[src/rtl/action_selector.sv]
// Epsilon-greedy action selector: explores with an LFSR-drawn action or exploits by fetching
// four Q-values for the latched state and returning the signed argmax.
module action_selector #(
  parameter int unsigned QW        = 16,
  parameter logic [7:0]  LFSR_SEED = 8'hA5
) (
  input  logic          clk,
  input  logic          rst,
  input  logic          start,
  input  logic [3:0]    st,
  input  logic [7:0]    epsilon,
  output logic          q_rd_en,
  output logic [3:0]    q_state,
  output logic [1:0]    q_act,
  input  logic          q_rd_valid,
  input  logic [QW-1:0] q_rd_data,
  output logic [1:0]    act,
  output logic          act_valid,
  output logic          explored,
  output logic          busy
);

  typedef enum logic [2:0] {
    StIdle,
    StExplore,
    StReq,
    StWait,
    StDone
  } state_e;

  state_e               state_q, state_d;
  logic [7:0]           lfsr_q;
  logic [3:0]           st_q, st_d;
  logic [1:0]           idx_q, idx_d;
  logic [1:0]           cand_q, cand_d;
  logic signed [QW-1:0] best_q, best_d;
  logic [1:0]           best_idx_q, best_idx_d;
  logic                 fire_q, fire_d;
  logic                 fire_expl_q, fire_expl_d;
  logic [1:0]           act_q;
  logic                 act_valid_q;
  logic                 explored_q;

  // Taps x^8+x^6+x^5+x^4+1; maximal length so a nonzero seed never reaches zero.
  always_ff @(posedge clk or negedge rst) begin
    if (!rst) begin
      lfsr_q <= LFSR_SEED;
    end else begin
      lfsr_q <= {lfsr_q[6:0], lfsr_q[7] ^ lfsr_q[5] ^ lfsr_q[4] ^ lfsr_q[3]};
    end
  end

  always_comb begin
    state_d     = state_q;
    st_d        = st_q;
    idx_d       = idx_q;
    cand_d      = cand_q;
    best_d      = best_q;
    best_idx_d  = best_idx_q;
    fire_d      = 1'b0;
    fire_expl_d = fire_expl_q;
    unique case (state_q)
      StIdle: begin
        if (start) begin
          st_d = st;
          if (lfsr_q < epsilon) begin
            cand_d  = lfsr_q[1:0];
            state_d = StExplore;
          end else begin
            idx_d   = 2'd0;
            state_d = StReq;
          end
        end
      end
      StExplore: begin
        fire_d      = 1'b1;
        fire_expl_d = 1'b1;
        state_d     = StIdle;
      end
      StReq: begin
        state_d = StWait;
      end
      StWait: begin
        if (q_rd_valid) begin
          // Strict compare keeps the lower index on ties.
          if ((idx_q == 2'd0) || ($signed(q_rd_data) > best_q)) begin
            best_d     = $signed(q_rd_data);
            best_idx_d = idx_q;
          end
          if (idx_q == 2'd3) begin
            state_d = StDone;
          end else begin
            idx_d   = idx_q + 2'd1;
            state_d = StReq;
          end
        end
      end
      StDone: begin
        fire_d      = 1'b1;
        fire_expl_d = 1'b0;
        state_d     = StIdle;
      end
      default: state_d = StIdle;
    endcase
  end

  always_ff @(posedge clk or negedge rst) begin
    if (!rst) begin
      state_q     <= StIdle;
      st_q        <= 4'd0;
      idx_q       <= 2'd0;
      cand_q      <= 2'd0;
      best_q      <= '0;
      best_idx_q  <= 2'd0;
      fire_q      <= 1'b0;
      fire_expl_q <= 1'b0;
    end else begin
      state_q     <= state_d;
      st_q        <= st_d;
      idx_q       <= idx_d;
      cand_q      <= cand_d;
      best_q      <= best_d;
      best_idx_q  <= best_idx_d;
      fire_q      <= fire_d;
      fire_expl_q <= fire_expl_d;
    end
  end

  // Result stage: act, explored and act_valid all move together one cycle after the decision.
  always_ff @(posedge clk or negedge rst) begin
    if (!rst) begin
      act_q       <= 2'd0;
      act_valid_q <= 1'b0;
      explored_q  <= 1'b0;
    end else begin
      act_valid_q <= fire_q;
      if (fire_q) begin
        act_q      <= fire_expl_q ? cand_q : best_idx_q;
        explored_q <= fire_expl_q;
      end
    end
  end

  assign q_rd_en   = (state_q == StReq);
  assign q_state   = st_q;
  assign q_act     = idx_q;
  assign act       = act_q;
  assign act_valid = act_valid_q;
  assign explored  = explored_q;
  assign busy      = (state_q != StIdle);

endmodule

[config.mk]
export PLATFORM = sky130hd
export DESIGN_NAME = action_selector
export DESIGN_NICKNAME = d
export VERILOG_FILES = /design/src/rtl/action_selector.sv
export SDC_FILE = /design/constraint.sdc
export NUM_CORES = 1
export LEC_CHECK = 0
export ABC_AREA = 1
export CAP_MARGIN = 20
export CORE_ASPECT_RATIO = 1.75
export CORE_MARGIN = 4
export CORE_UTILIZATION = 41
export DETAILED_ROUTE_END_ITERATION = 10
export GPL_TIMING_DRIVEN = 0
export PLACE_DENSITY_LB_ADDON = 0.12
export SLEW_MARGIN = 20
export SYNTH_ARGS = -nofsm -noshare
export SYNTH_HDL_FRONTEND = slang
export SYNTH_SLANG_ARGS = --single-unit
[constraint.sdc]
create_clock -name clk -period 2.55 [get_ports clk]
set_input_delay 0.765 -clock clk [delete_from_list [all_inputs] [get_ports clk]]
set_output_delay 0.765 -clock clk [all_outputs]
set_load 0.05 [all_outputs]
==> impl_metrics.json <==
{
  "netlist_area_mm2": 0.002465,
  "outcome": "completed",
  "ys_seq_area_share_pct": 43.86,
  "met2_length_um": 2667,
  "synth.distinct_cells": 31,
  "worstSetupStartpointType": "input pin",
  "clock-sinks": 43,
  "routed_wl_um": 5009,
  "setup_viol": 0,
  "nets": 388,
  "io_buffer_count": 43,
  "slew_headroom_pct": 65.94,
  "areaGrowthSynthToFinish_pct": 27.72,
  "wl_met3_um": 180,
  "cts_tree": "built",
  "grt_pass1_wl_um": 8590,
  "maxCapViolations": 0,
  "overflow": 0,
  "post-route-period-util_pct": 93.26,
  "rsz0062_at_grt": "no",
  "clockBufferDepth": 2,
  "layout_common_cells": "nand2_1 (58), inv_1 (42), dfrtp_1 (39)",
  "p_per_area_mw_per_mm2": 711.7,
  "cts_buffers": 5,
  "cp.required_ps": 2730,
  "hold_path.class": "in2async",
  "place_congestion": 0.8004,
  "hpwlAfterDp_um": 3893,
  "chipHeight_um": 110.6,
  "fmax_mhz": 420.5,
  "syn_nets": 337,
  "power.total_mw": 2.241,
  "min_period_ps": 2378,
  "ant_nets": 0,
  "syn_inst": 280,
  "final_hold_viol_count": 0,
  "clock_latency_ps": 290,
  "cts_root_buf": "clkbuf_8",
  "drc": 0,
  "final_common_cell": "nand2_1",
  "num_vias": 1953,
  "antenna_found_initial": 0,
  "grt_pass1_vias": 1973,
  "routedLengthMet1_um": 2042,
  "drtIter0Drc": 47,
  "viasPerCell": 4.763,
  "cts_hold_buf": 0,
  "drive_above_1_share_pct": 18.37,
  "path_clk_slew_ps": 90,
  "cp.arrival_ps": 2560,
  "ys_seq_elements": 43,
  "multiInputGateArea_mm2": 0.001195,
  "rows": 37,
  "dieArea_mm2": 0.007365,
  "hold_ws_ps": 375.9,
  "leakage_nw": 1.620,
  "top_layer": "met4",
  "syn_area_per_cell_um2": 8.803,
  "grt_usage_pct": 14.70,
  "postLayoutCoreUtil_pct": 53.54,
  "skew_ps": 9.304,
  "drt_pass1_iterations": 4,
  "worst-path-max-fanout": 18,
  "htree_levels": 2,
  "core-area_mm2": 0.005879,
  "yosysWarningCount": 0,
  "critPathCaptureType": "flop",
  "vdd_drop_max_uv": 567.3,
  "slew_violations": 0,
  "ios": 44,
  "path_class": "in2reg",
  "start_util_pct": 41.92,
  "timing.setup.tns_ps": 0,
  "grt_start_max_net_pins": 31,
  "seq_area_mm2": 0.001081,
  "n_fill_cell": 587,
  "tightest_slew_ps": 509.2,
  "fp.dieW_um": 66.61,
  "avgRoutedWirePerCell_um": 12.22,
  "diodes": 0
}
[routing by layer]
layer  track usage (%)  up-vias
met1             17.12      921
met2             25.80       42
met4             5.970        0
li1                  -      979
met5                 0        -
met3             2.340       11
[what timing repair did]
| item | CTS | global route |
|---|---|---|
| setup endpoints to repair | 2 | 10 |
| resized for setup | 2 | 6 |
| pin swaps | 0 | 5 |
| buffers inserted | 0 | 1 |
| gates cloned | 0 | 0 |
[worst paths after layout]
path / start / end / slack (ps) / cells past startpoint
min in group clk: lfsr_q[6] / lfsr_q[7] / 390 / 0
min: rst / best_q[9] / 380 / 1
max: q_rd_data[15] / best_q[3] / 170 / 11
max reg2reg: best_q[11] / best_q[3] / 670 / 13
max in group asynchronous: rst / lfsr_q[2] / 1610 / 2
min reg2reg: lfsr_q[6] / lfsr_q[7] / 390 / 0
[Yosys cell counts]
cell / count / area share (%)
buf_12: 1 / 0.81
nor2_8: 1 / 0.81
clkinv_2: 1 / 0.20
a31oi_1: 2 / 0.51
dfstp_2: 4 / 4.3
a21oi_1: 11 / 2.2
nor3_1: 1 / 0.20
ha_1: 25 / 13
nand2_1: 59 / 9.0
o21ai_0: 5 / 1.0
buf_6: 1 / 0.46
nand4_2: 1 / 0.51
nor2_1: 14 / 2.1
dfrtp_1: 39 / 40
inv_1: 42 / 6.4
inv_2: 4 / 0.61
nand2_2: 22 / 5.6
o21ai_1: 1 / 0.20
buf_2: 1 / 0.20
nand2_8: 2 / 1.6
nand3_1: 23 / 4.7
or2_1: 1 / 0.25
a21o_1: 1 / 0.30
a21oi_2: 2 / 0.71
xor2_1: 1 / 0.36
nand4_1: 3 / 0.76
o21a_1: 1 / 0.30
mux2_2: 4 / 1.8
clkinv_1: 2 / 0.30
nor2_2: 3 / 0.76
xnor2_1: 2 / 0.71
[where the power goes]
group	switching, mW	internal (mW)	total (mW)	leakage, nW
clock	0.233	0.317	0.550	0.0612
combinational	0.522	0.299	0.821	1.01
sequential	0.0775	0.792	0.869	0.544
total	0.833	1.41	2.24	1.62
[cell families after synthesis]
logic type      share of synthesized area [%]
simple gates                            26.29
mux                                     1.827
fa+ha+maj                               12.69
buf+inv                                 8.984
xor+xnor                                1.066
flops                                   43.86
compound gates                          5.279
[cell type report]
cell class | count | area share [%]
flip-flops and latches | 43 | 34.34
clock buffers | 6 | 2.623
clock inverters | 2 | 1.113
repair buffers | 45 | 14.47
inverters | 49 | 5.882
well taps | 78 | 3.100
multi-input cells | 185 | 37.96
plain buffers | 2 | 0.5167
[sequential cells by signal, indices dropped and copies added (netlist names)]
name         flops
act              2
state_q          3
lfsr_q           8
best_q          16
act_valid        1
fire_q           1
cand_q           2
q_act            2
best_idx_q       2
fire_expl_q      1
explored         1
q_state          4
[stage by stage]
stage / setup WS (ps) / cell area, um^2 / cells
after floorplan: 399.2 / 2465 / 280
after CTS: 53.83 / 3123 / 410
after detailed placement: -247.2 / 3008 / 402
after global routing: 6.938 / 3148 / 410
after global placement: -536.8 / 2993 / 401
final: 171.9 / 3148 / 410
[critical path: stages]
cell	delay (ps)
clkdlybuf4s50_1	430
ha_1	350
nand4_2	160
nor2_1	160
nand2_2	80
a21oi_2	140
nand2_2	100
nand2_8	100
nand2_8	120
nand2_1	90
nand2_1	50
(Power assumes the default switching activity.)
